==> config.mk <==
export PLATFORM = sky130hd
export DESIGN_NAME = event_pulse_scheduler
export DESIGN_NICKNAME = d
export VERILOG_FILES = /design/src/rtl/event_sched_pkg.sv /design/src/rtl/event_channel.sv /design/src/rtl/event_pulse_scheduler.sv
export SDC_FILE = /design/constraint.sdc
export NUM_CORES = 1
export LEC_CHECK = 0
export BUFFER_PORTS_ARGS = -buffer_cell sky130_fd_sc_hd__buf_2
export CORE_UTILIZATION = 40
export CTS_CLUSTER_DIAMETER = 80
export DETAILED_ROUTE_END_ITERATION = 16
export GPL_TIMING_DRIVEN = 0
export SYNTH_ARGS = -nofsm -noshare
export SYNTH_HDL_FRONTEND = slang
export SYNTH_SLANG_ARGS = --single-unit
==> constraint.sdc <==
create_clock -name clk -period 3 [get_ports clk]
set_clock_uncertainty 0.05 [all_clocks]
set_input_delay 0 -clock clk [delete_from_list [all_inputs] [get_ports clk]]
set_output_delay 0 -clock clk [all_outputs]
set_load 0.1 [all_outputs]
==> src/rtl/event_sched_pkg.sv <==
// Shared types and constants for the event pulse scheduler: output-stage state
// encoding, default repeat timing and the channel-index width helper.
package event_sched_pkg;

   typedef enum logic {
      STATE_EMPTY = 1'b0,
      STATE_FULL  = 1'b1
   } schedState;

   localparam int DEF_REPEAT_DELAY  = 1000;
   localparam int DEF_REPEAT_PERIOD = 250;

   function automatic int idxWidth(input int n);
      return (n > 1) ? $clog2(n) : 1;
   endfunction

endpackage

==> src/rtl/event_channel.sv <==
// One input channel: rising-edge detect, hold-to-repeat counter and the
// single-entry pending slot with its sticky overflow flag.
module event_channel
   import event_sched_pkg::*;
#(
   parameter int CNT_W         = 16,
   parameter int REPEAT_EN     = 1,
   parameter int REPEAT_DELAY  = DEF_REPEAT_DELAY,
   parameter int REPEAT_PERIOD = DEF_REPEAT_PERIOD
) (
   input  logic clk,
   input  logic rst,
   input  logic sigIn,
   input  logic loadSel,
   input  logic clrDropped,
   output logic pending,
   output logic rep,
   output logic dropped
);

   localparam logic [CNT_W-1:0] CNT_TOP    = CNT_W'(REPEAT_DELAY - 1);
   localparam logic [CNT_W-1:0] CNT_RELOAD = CNT_W'(REPEAT_DELAY - REPEAT_PERIOD);

   logic             lag;
   logic [CNT_W-1:0] holdCnt;
   logic             rise;
   logic             repeatHit;
   logic             evt;
   logic             drop;

   assign rise      = sigIn & ~lag;
   assign repeatHit = (REPEAT_EN != 0) && sigIn && !rise && (holdCnt == CNT_TOP);
   assign evt       = rise | repeatHit;
   // A slot being handed to the output this cycle can take the new event.
   assign drop      = evt & pending & ~loadSel;

   // NOTE: sequential state uses non-blocking assignments so every flop
   // samples the pre-edge values regardless of statement order.
   always_ff @(posedge clk) begin
      if (!rst) begin
         lag     <= 1'b0;
         holdCnt <= '0;
         pending <= 1'b0;
         rep     <= 1'b0;
         dropped <= 1'b0;
      end else begin
         lag <= sigIn;

         if ((REPEAT_EN == 0) || !sigIn || rise) holdCnt <= '0;
         else if (holdCnt == CNT_TOP)             holdCnt <= CNT_RELOAD;
         else                                     holdCnt <= holdCnt + 1'b1;

         if (evt && !drop) begin
            pending <= 1'b1;
            rep     <= repeatHit;
         end else if (loadSel) begin
            pending <= 1'b0;
         end

         if (drop)            dropped <= 1'b1;
         else if (clrDropped) dropped <= 1'b0;
      end
   end

endmodule

==> src/rtl/event_pulse_scheduler.sv <==
// Turns N level inputs into edge/repeat events and serializes the pending ones
// round-robin onto a single valid/ready stream.
module event_pulse_scheduler
   import event_sched_pkg::*;
#(
   parameter int N_CH          = 4,
   parameter int IDX_W         = idxWidth(N_CH),
   parameter int CNT_W         = 16,
   parameter int REPEAT_EN     = 1,
   parameter int REPEAT_DELAY  = DEF_REPEAT_DELAY,
   parameter int REPEAT_PERIOD = DEF_REPEAT_PERIOD
) (
   input  logic             clk,
   input  logic             rst,
   input  logic [N_CH-1:0]  sig_in,
   output logic             evt_valid,
   input  logic             evt_ready,
   output logic [IDX_W-1:0] evt_idx,
   output logic             evt_repeat,
   output logic [N_CH-1:0]  pending,
   output logic [N_CH-1:0]  dropped,
   input  logic [N_CH-1:0]  clr_dropped
);

   schedState        state, stateNext;
   logic [IDX_W-1:0] ptr, selIdx, cand;
   logic [N_CH-1:0]  chRep, loadSel;
   logic             anyPending, load;

   for (genvar i = 0; i < N_CH; i++) begin : gChan
      event_channel #(
         .CNT_W        (CNT_W),
         .REPEAT_EN    (REPEAT_EN),
         .REPEAT_DELAY (REPEAT_DELAY),
         .REPEAT_PERIOD(REPEAT_PERIOD)
      ) uChan (
         .clk       (clk),
         .rst       (rst),
         .sigIn     (sig_in[i]),
         .loadSel   (loadSel[i]),
         .clrDropped(clr_dropped[i]),
         .pending   (pending[i]),
         .rep       (chRep[i]),
         .dropped   (dropped[i])
      );
   end

   // Search starts just after the last served channel, so it is served last.
   // NOTE: every always_comb output gets a default first so no latch is inferred.
   always_comb begin
      selIdx     = '0;
      cand       = '0;
      anyPending = 1'b0;
      for (int k = 1; k <= N_CH; k++) begin
         cand = IDX_W'((int'(ptr) + k) % N_CH);
         if (!anyPending && pending[cand]) begin
            anyPending = 1'b1;
            selIdx     = cand;
         end
      end
   end

   assign load      = (state == STATE_EMPTY) || evt_ready;
   assign evt_valid = (state == STATE_FULL);

   always_comb begin
      stateNext = state;
      loadSel   = '0;
      if (load) begin
         stateNext = anyPending ? STATE_FULL : STATE_EMPTY;
         if (anyPending) loadSel[selIdx] = 1'b1;
      end
   end

   always_ff @(posedge clk) begin
      if (!rst) state <= STATE_EMPTY;
      else      state <= stateNext;
   end

   always_ff @(posedge clk) begin
      if (!rst) begin
         evt_idx    <= '0;
         evt_repeat <= 1'b0;
         ptr        <= IDX_W'(N_CH - 1);
      end else if (load && anyPending) begin
         evt_idx    <= selIdx;
         evt_repeat <= chRep[selIdx];
         ptr        <= selIdx;
      end
   end

endmodule
* Yosys cells after proc, flatten, opt, wreduce, memory -nomap -nowiden
Cells that the tools add are included.
Widths: inputs -> output; s select.
** Word-level totals
- Register bits after elaboration :: 86
- Bits of input ports :: 11
- Output and inout bits :: 12
- Logic and storage cells :: 168
** Operators by class
- Add/sub/neg operators :: 8
- Magnitude comparators :: 6
- Equality and inequality tests :: 4
- Mux-type cells :: 43
- Bitwise operators :: 26
- Reductions and logical operators :: 53
** Operator list (number)
- $add 16x1->16 const B :: 4
- $eq 16x10->1 const B :: 4
- $mux 10 :: 4
- $mux 1 :: 27
- $logic_and 1x1->1 :: 17
- $reduce_bool 2->1 :: 8
- $logic_not 1->1 :: 15
- $lt 2x3->1 const B :: 5
- $and 1x1->1 :: 12
- $reduce_or 3->1 :: 4
- $bmux 1 s2 :: 5
- $not 1->1 :: 10
- $mux 2 :: 4
- $mux 4 :: 2
- $reduce_or 2->1 :: 4
- $logic_or 1x1->1 :: 5
- $add 2x1->2 const B :: 2
- $add 2x2->2 const B :: 2
- $or 1x1->1 :: 4
- $demux 1 s2 :: 1
- $ge 2x1->1 const B :: 1

* Longest topological paths before layout
Gate-level depths: netlist (run 1).
- Depth in word-level cells :: 24
- Mapped depth :: 6

* Hierarchy
Synthesis (run 1) repeated with hierarchy kept, for this count alone.
** Second synthesis, totals
- Cell total of the unflattened synthesis :: 434
- Area, all modules :: 4045.1 um2
** By module, submodules not included
- event_channel :: instances 4, cells each 97, area each 918.4 um2, sequential area each 400.4 um2
- event_pulse_scheduler :: instances 1, cells each 46, area each 371.6 um2, sequential area each 120.1 um2

* Worst setup path after synthesis (run 1)
No wires, ideal clock.
- Path kind :: register to register
- Start point :: register state, in the netlist evt_valid
- End point :: register gChan[0].uChan.rep
- Library setup time :: 0.133 ns
- Arrival time :: 1.882 ns
- Slack :: 0.934 ns
- Cell stages (with the launch flop) :: 6
- Path buffers :: 0
- Path through :: dfxtp_1 nor2b_1 nor2_1 and2_2 a311oi_1 a311oi_1
** Between the ends
- Cells in the longest elaborated chain, start to end :: 7
** RTL lines
- start: declaration :: RTL line event_pulse_scheduler.sv:25 : schedState state, stateNext;
- start signal: assignment :: RTL line event_pulse_scheduler.sv:77 : else state <= stateNext;
- $not 1->1 :: RTL line event_pulse_scheduler.sv:63 : assign load = (state == STATE_EMPTY) || evt_ready;
- $logic_or 1x1->1 :: RTL line event_pulse_scheduler.sv:63
- $mux 4 :: RTL line event_pulse_scheduler.sv:69 : if (load) begin
- $not 1->1 :: RTL line event_channel.sv:35 : assign drop = evt & pending & ~loadSel;
- $and 1x1->1 :: RTL line event_channel.sv:35
- $logic_not 1->1 :: RTL line event_channel.sv:53 : if (evt && !drop) begin
- $logic_and 1x1->1 :: RTL line event_channel.sv:53
- end signal: assignment :: RTL line event_channel.sv:55 : rep <= repeatHit;
- end: declaration :: RTL line event_channel.sv:17 : output logic rep,
No other way between the ends.
A chain may end at the register's enable or synchronous reset.

* Final worst setup path (run 1)
- Start point :: register gChan[1].uChan.holdCnt[0]
- End point :: register gChan[1].uChan.rep
** Between the ends
- Cells in the longest elaborated chain, start to end :: 7
** RTL lines
- start: declaration :: RTL line event_channel.sv:25 : logic [CNT_W-1:0] holdCnt;
- start signal: assignment :: RTL line event_channel.sv:51 : else holdCnt <= holdCnt + 1'b1;
- $eq 16x10->1 * :: RTL line event_channel.sv:32 : assign repeatHit = (REPEAT_EN != 0) && sigIn && !rise && (holdCnt == CNT_TOP);
- $logic_and 1x1->1 * :: RTL line event_channel.sv:32
- $or 1x1->1 :: RTL line event_channel.sv:33 : assign evt = rise | repeatHit;
- $and 1x1->1 (2 in series) :: RTL line event_channel.sv:35
- $logic_not 1->1 :: RTL line event_channel.sv:53
- $logic_and 1x1->1 :: RTL line event_channel.sv:53
- end signal: assignment :: RTL line event_channel.sv:55
- end: declaration :: RTL line event_channel.sv:17
Every way passes the cells marked *; elsewhere a longest branch is shown, timed or not.

==> flow_summary_export.csv, run 1 <==
group,metric,value,unit
clock_tree,cts_resized,0,
routing,drtIter0Drc,68,
sta,setup_viol,0,
global_routing,first_global_vias,2781,
pwr,p_int,1730,uW
synth,synth_fp_nets,445,
die,initial_core_util,41.1,%
clock_tree,path_clk_slew,0.08,ns
routing,drt_wl_total,7210,um
pwr,seqPwrFrac,50.8,%
die,die_area,9890,sq um
global_routing,track_usage,16.1,%
place,gp_congestion,0.804,
synth,synth.cell_area,3800,sq um
critical_path,path_cells,"ha_1 > nor4b_1 > nand4_1 > nor3_1 > a311oi_1 > a311oi_1",
routing,drcViolationCount,0,
critical_path,r2r-start,"gChan[1].uChan.holdCnt[0]",
clock_tree,cts_htree_levels,3,
die,die_x,99.5,um
routing,dr.pass1.iters,4,
synth,ys_async_sr_fraction,0,%
pwr,pwr-share-comb,11.5,%
critical_path,worstSetupStartpointType,"flop",
synth,yosysMostFrequentCell,"dfxtp_1",
pwr,powerDensity,533,nW/um^2
critical_path,crit_path_top_delay_cell,"dfxtp_1",
critical_path,critical-path-max-stage-delay,0.40,ns
clock_tree,post_cts_buffers,0,
synth,synthCells,430,
sta,hold_viol_final,0,
final_layout,drive_above_1_share,11.3,%
synth,yosysTopAreaCell,"dfxtp_1",
sta,period_minus_slack,2.01,ns
clock_tree,cts_root_buf,"clkbuf_8",
global_routing,grt_pass1_wl,12800,um
synth,synth.distinct_cells,50,
synth,synth_seq_area_share,45.3,%
synth,yosys-top-cells-count,"dfxtp_1, nor2_1, nand2_1, xor2_1, a21oi_1",
sta,worstMarginPinSlew,0.490,ns
critical_path,path_class,"flop to flop",
clock_tree,cts_made_buffers,9,
sta,rsz0062_at_grt,"false",
place,place_ws,0.985,ns
pwr,p_sw_share,25.9,%
sta,fin_tns_setup,0,ns
place,place_area,4070,sq um
die,core_area,9240,sq um
pwr,switchingPower,605,uW
pwr,power.share.clock,37.6,%
sta,fin_crit_sh,67.0,%
pwr,power.leakage,0.00157,uW
routing,vias,2993,
final_layout,diodes,0,
sta,postLayoutSetupSlackWorst,0.991,ns
flow_run,cap_violations,0,
clock_tree,cts_buffer_depth,2,
synth,synth_edf_count,0,
critical_path,path_common_cell,"a311oi_1",
final_layout,finalNetCount,488,
final_layout,finalInstanceArea,4390,sq um
critical_path,arrival,2.22,ns
critical_path,critPathLaunch,"gChan[1].uChan.holdCnt[0]",
routing,vias_per_cell,4.93,
synth,synth-seq-cells,86,
sta,slew_violations,0,
global_routing,grt_max_degree,14,
global_routing,grt_overflow,0,
die,ios,23,
place,hpwl,5100,um
critical_path,endpoint_kind,"flop",
clock_tree,clock-sinks,86,
routing,wire_per_inst,11.9,um
clock_tree,cts_tree,"yes",
pwr,vdd_drop_max,0.271,mV
synth,netlist_top_cells_area,"dfxtp_1, xor2_1, nor2_1",
hold_path,worstHoldStart,"sig_in[0]",
sta,fmax,0.498,GHz
die,die_h,99.5,um
die,rows,35,
critical_path,cp_max_fo,8,
clock_tree,worstSkewPairLatency,0.34,ns
synth,syn_area_per_cell,8.83,sq um
routing,ant_nets,0,
synth,synthFlopType,"dfxtp_1",
sta,relSlewSlack,67.2,%
synth,yosysWarningCount,0,
final_layout,areaGrowthSynthToFinish,15.4,%
place,port_buffers,22,
hold_path,hold_class,"input pin to flop",
global_routing,antenna_found_initial,0,
synth,yosysTopAreaCellShare,45.3,%
status,outcome,"finished, final reports clean",
critical_path,crit_required,3.21,ns
final timing paths:
| path | to | slack [ns] | depth (start not counted) |
|---|---|---|---|
| hold / removal | gChan[0].uChan.rep | 0.37 | 3 |
| hold reg to reg | gChan[0].uChan.holdCnt[0] | 0.39 | 1 |
| setup / recovery | gChan[1].uChan.rep | 0.99 | 6 |
| setup reg to reg | gChan[1].uChan.rep | 0.99 | 6 |
sequential cells by signal (all words and copies together) (netlist names):
signal / flops
gChan.uChan.rep: 4
evt_valid: 1
gChan.uChan.dropped: 4
gChan.uChan.holdCnt: 64
ptr: 2
evt_idx: 2
gChan.uChan.lag: 4
gChan.uChan.pending: 4
evt_repeat: 1
per-layer routing:
metal	global-route usage (%)	wire, um
met1	21.8	3840
met2	25.1	3130
met3	3.79	160
met4	5.43	87
met5	0	0
stage by stage:
step,hold slack [ns],power (uW),std cells,util [%]
CTS,0.342,2380,607,47.5
global placement,0.190,1470,581,44.0
detailed placement,0.186,1480,581,44.0
global route,0.378,2440,607,47.5
floorplan,0.0617,1420,430,-
finish,0.365,2340,607,47.5
critical path, delay by kind of cell (launching register included):
family          cells  cell delay [ns]
simple gates        3             0.84
flops               1             0.40
compound gates      2             0.34
fa+ha+maj           1             0.29
area by class of cell:
type	count	area, sq um
Buffer	14	95.1
Inverter	14	52.6
Fill cell	922	4850
Timing Repair Buffer	32	210
Multi-Input combinational cell	316	1930
Sequential cell	86	1720
Tap cell	129	161
Clock buffer	12	145
Clock inverter	4	70.1
power by group through the flow:
stage               combinational [uW]  clock, uW  sequential, uW
finish                             270        879            1190
global route                       289        961            1190
CTS                                271        917            1190
detailed placement                 260          0            1220
global placement                   259          0            1210
floorplan                          164          0            1260
what timing repair did:
action,CTS,global route
hold endpoints to repair,16,0
hold buffers,10,0
endpoints found under the setup margin,0,0
cell families after synthesis:
logic type	count (synthesis)	synth area share (%)
AOI/OAI and AO/OA	60	10.0
buffers and inverters	28	3.89
and+or+nand+nor	199	27.1
adders and majority gates	4	1.32
DFF	86	45.3
xor gates and xnor gates	50	11.5
muxes	3	0.791
cell usage in the layout, fill, tap and decap left out, types with 2 or more instances in the layout:
master	n
nand3_1	21
and2_1	6
xor2_1	32
nor4b_1	5
or3_1	5
nor4_1	2
nand4_1	17
nor3_1	6
dfxtp_1	86
nand3b_1	2
a311oi_1	5
o21ai_0	9
dlygate4sd3_1	10
bufinv_16	2
o21a_1	2
xnor2_1	18
nand2_1	38
o31ai_1	2
buf_4	9
nor2_1	59
inv_1	14
buf_2	22
o21ai_1	5
nor4bb_1	3
and4_1	4
nand2b_1	2
clkinv_2	2
mux2i_1	3
ha_1	4
o31a_1	2
a21oi_1	26
clkbuf_8	10
and3_1	15
nor2b_1	5
clkbuf_1	5
(Power assumes the default switching activity.)
==> run 2: changes to the inputs <==
==> constraint.sdc (replaced) <==
create_clock -name clk -period 2 [get_ports clk]
set_clock_uncertainty 0.05 [all_clocks]
set_input_delay 0 -clock clk [delete_from_list [all_inputs] [get_ports clk]]
set_output_delay 0 -clock clk [all_outputs]
set_load 0.1 [all_outputs]
==> run 2 against run 1 <==
Wire length is 3.0% higher. Worst hold slack worse by 0.35 ns. Fmax is 7.3% higher. Clock power is 25% higher. Total power is 41% higher. Highest routed layer unchanged.
==> flow_summary_export.csv, run 2 (synthesis gave the netlist of run 1 again) <==
group,metric,value,unit
clock_tree,cts_buffer_depth,2,
sta,fmax,0.534,GHz
global_routing,track_usage,16.4,%
critical_path,path_cells,"ha_1 > nor4bb_1 > nand4_1 > buf_4 > nor3_1 > a311oi_1 > a311oi_1",
sta,holdWs,0.0159,ns
hold_path,whs_path_depth,3,
die,die_x,99.5,um
final_layout,final_cells,608,
routing,ant_nets,0,
global_routing,grt_pass1_wl,13100,um
pwr,vdd_drop_max,0.385,mV
sta,fin_crit_sh,93.6,%
global_routing,antenna_found_initial,0,
critical_path,path_class,"flop to flop",
final_layout,nFillCells,912,
final_layout,final_common_cell,"dfxtp_1",
place,gp_congestion,0.765,
clock_tree,worstSkewPairLatency,0.34,ns
die,die_h,99.5,um
final_layout,max_flop_register,"gChan.uChan.holdCnt",
hold_path,min_to,"gChan[2].uChan.lag",
clock_tree,cts_tree,"yes",
critical_path,critical-path-max-stage-delay,0.36,ns
place,hpwl,5120,um
routing,wire_per_inst,12.2,um
sta,hold_viol_final,0,
routing,vias,2987,
status,outcome,"finished, final reports clean",
clock_tree,cts_made_buffers,9,
hold_path,hold_class,"input pin to flop",
routing,vias_per_cell,4.91,
sta,worstMarginPinSlew,0.520,ns
place,port_buffers,22,
clock_tree,cts_root_buf,"clkbuf_8",
die,core_area,9240,sq um
sta,period_minus_slack,1.87,ns
global_routing,grt_max_degree,14,
critical_path,r2r_slack,0.13,ns
pwr,total_power,3290,uW
critical_path,cp_max_fo,7,
critical_path,r2r-start,"gChan[0].uChan.holdCnt[0]",
clock_tree,path_clk_slew,0.08,ns
critical_path,endpoint_kind,"flop",
final_layout,areaGrowthSynthToFinish,15.4,%
critical_path,path_common_cell,"a311oi_1",
hold_path,worstHoldStart,"sig_in[2]",
sta,slew_violations,0,
clock_tree,cts_htree_levels,3,
final_layout,finalNetCount,490,
die,initial_core_util,41.1,%
global_routing,first_global_vias,2906,
routing,drtIter0Drc,85,
critical_path,crit_path_top_delay_cell,"dfxtp_1",
critical_path,worstSetupStartpointType,"flop",
final_layout,largest_register_ffs,64,
critical_path,r2r_cells,7,
final_layout,layout_common_cells,"dfxtp_1, nor2_1, nand2_1, xor2_1, a21oi_1",
sta,relSlewSlack,65.3,%
critical_path,r2r-end,"gChan[0].uChan.rep",
critical_path,arrival,2.08,ns
die,rows,35,
final_layout,drive_above_1_share,14.0,%
die,ios,23,
pwr,power.leakage,0.00157,uW
final_layout,diodes,0,
routing,drcViolationCount,0,
pwr,powerDensity,750,nW/um^2
routing,dr.pass1.iters,6,
global_routing,grt_overflow,0,
critical_path,crit_required,2.21,ns
routing,drt_wl_total,7430,um
flow_run,cap_violations,0,
clock_tree,clock-sinks,86,
sta,setup_viol,0,
place,dp.cells,581,
die,die_area,9890,sq um
## run 2: cell count changes in the layout (fill, tap and decap cells not counted), sizes merged
cell / previous run / this run
clkinvlp: 0 / 1
bufinv: 2 / 0
dlygate4sd3: 10 / 9
clkinv: 2 / 3
buf: 32 / 36
clkbuf: 16 / 14
## run 2: worst max-delay path by stage
stage	start	end	slack [ns]
after floorplan	evt_valid	gChan[0].uChan.rep	0.25
after global placement	gChan[1].uChan.holdCnt[0]	gChan[1].uChan.rep	0.03
after detailed placement	gChan[1].uChan.holdCnt[0]	gChan[1].uChan.rep	0.002
after CTS	gChan[0].uChan.holdCnt[0]	gChan[0].uChan.rep	0.04
after global routing	gChan[2].uChan.holdCnt[10]	gChan[2].uChan.rep	-0.03
final	gChan[0].uChan.holdCnt[0]	gChan[0].uChan.rep	0.13
## run 2: report_power, final
| part | switching (uW) | internal (uW) | total, uW | leakage [uW] |
|---|---|---|---|---|
| logic | 290 | 115 | 404 | 0.000782 |
| registers | 38.0 | 1750 | 1790 | 0.000698 |
| clock network | 590 | 506 | 1100 | 0.0000910 |
| total | 918 | 2370 | 3290 | 0.00157 |
## run 2: cell type report
cell class,instances,area (sq um),share of cell area (%)
multi-input combinational,316,1950,44.4
sequential,86,1730,39.4
timing repair buffer,35,230,5.25
tap,129,161,3.68
clock buffer,11,151,3.45
buffer,13,91.3,2.08
inverter,14,52.6,1.20
clock inverter,4,22.5,0.514
## run 2: worst max-delay path, delay by kind of cell (launching register included)
family          cells  cell delay, ns
fa+ha+maj           1            0.27
compound gates      2            0.31
flops               1            0.36
buf+inv             1            0.19
simple gates        3            0.59
## run 2: stage by stage
step | area [sq um] | worst slack [ns] | utilization, % | TNS, ns
floorplan | 3800 | 0.253 | - | 0
global placement | 4070 | 0.0256 | 44.1 | 0
detailed placement | 4070 | 0.00167 | 44.1 | 0
CTS | 4340 | 0.0380 | 47.0 | 0
global route | 4380 | -0.0321 | 47.4 | -0.0321
finish | 4380 | 0.128 | 47.4 | 0
## run 2: timing repair
item / 4_1_cts / 5_1_grt
resized for setup: 0 / 7
endpoints found under the hold margin: 14 / 0
setup endpoints to repair: 3 / 26
pin swaps: 1 / 3
setup buffers: 1 / 3
hold buffers: 9 / 0
## run 2: routing by layer
layer | global-route usage, % | part of all wire (%) | vias up | routed length (um)
met2 | 25.3 | 44 | 35 | 3290
met5 | 0 | 0 | - | 0
met4 | 7.24 | 2.1 | 0 | 156
met1 | 22.4 | 51 | 1356 | 3820
met3 | 3.02 | 2.2 | 12 | 163
li1 | - | - | 1584 | -
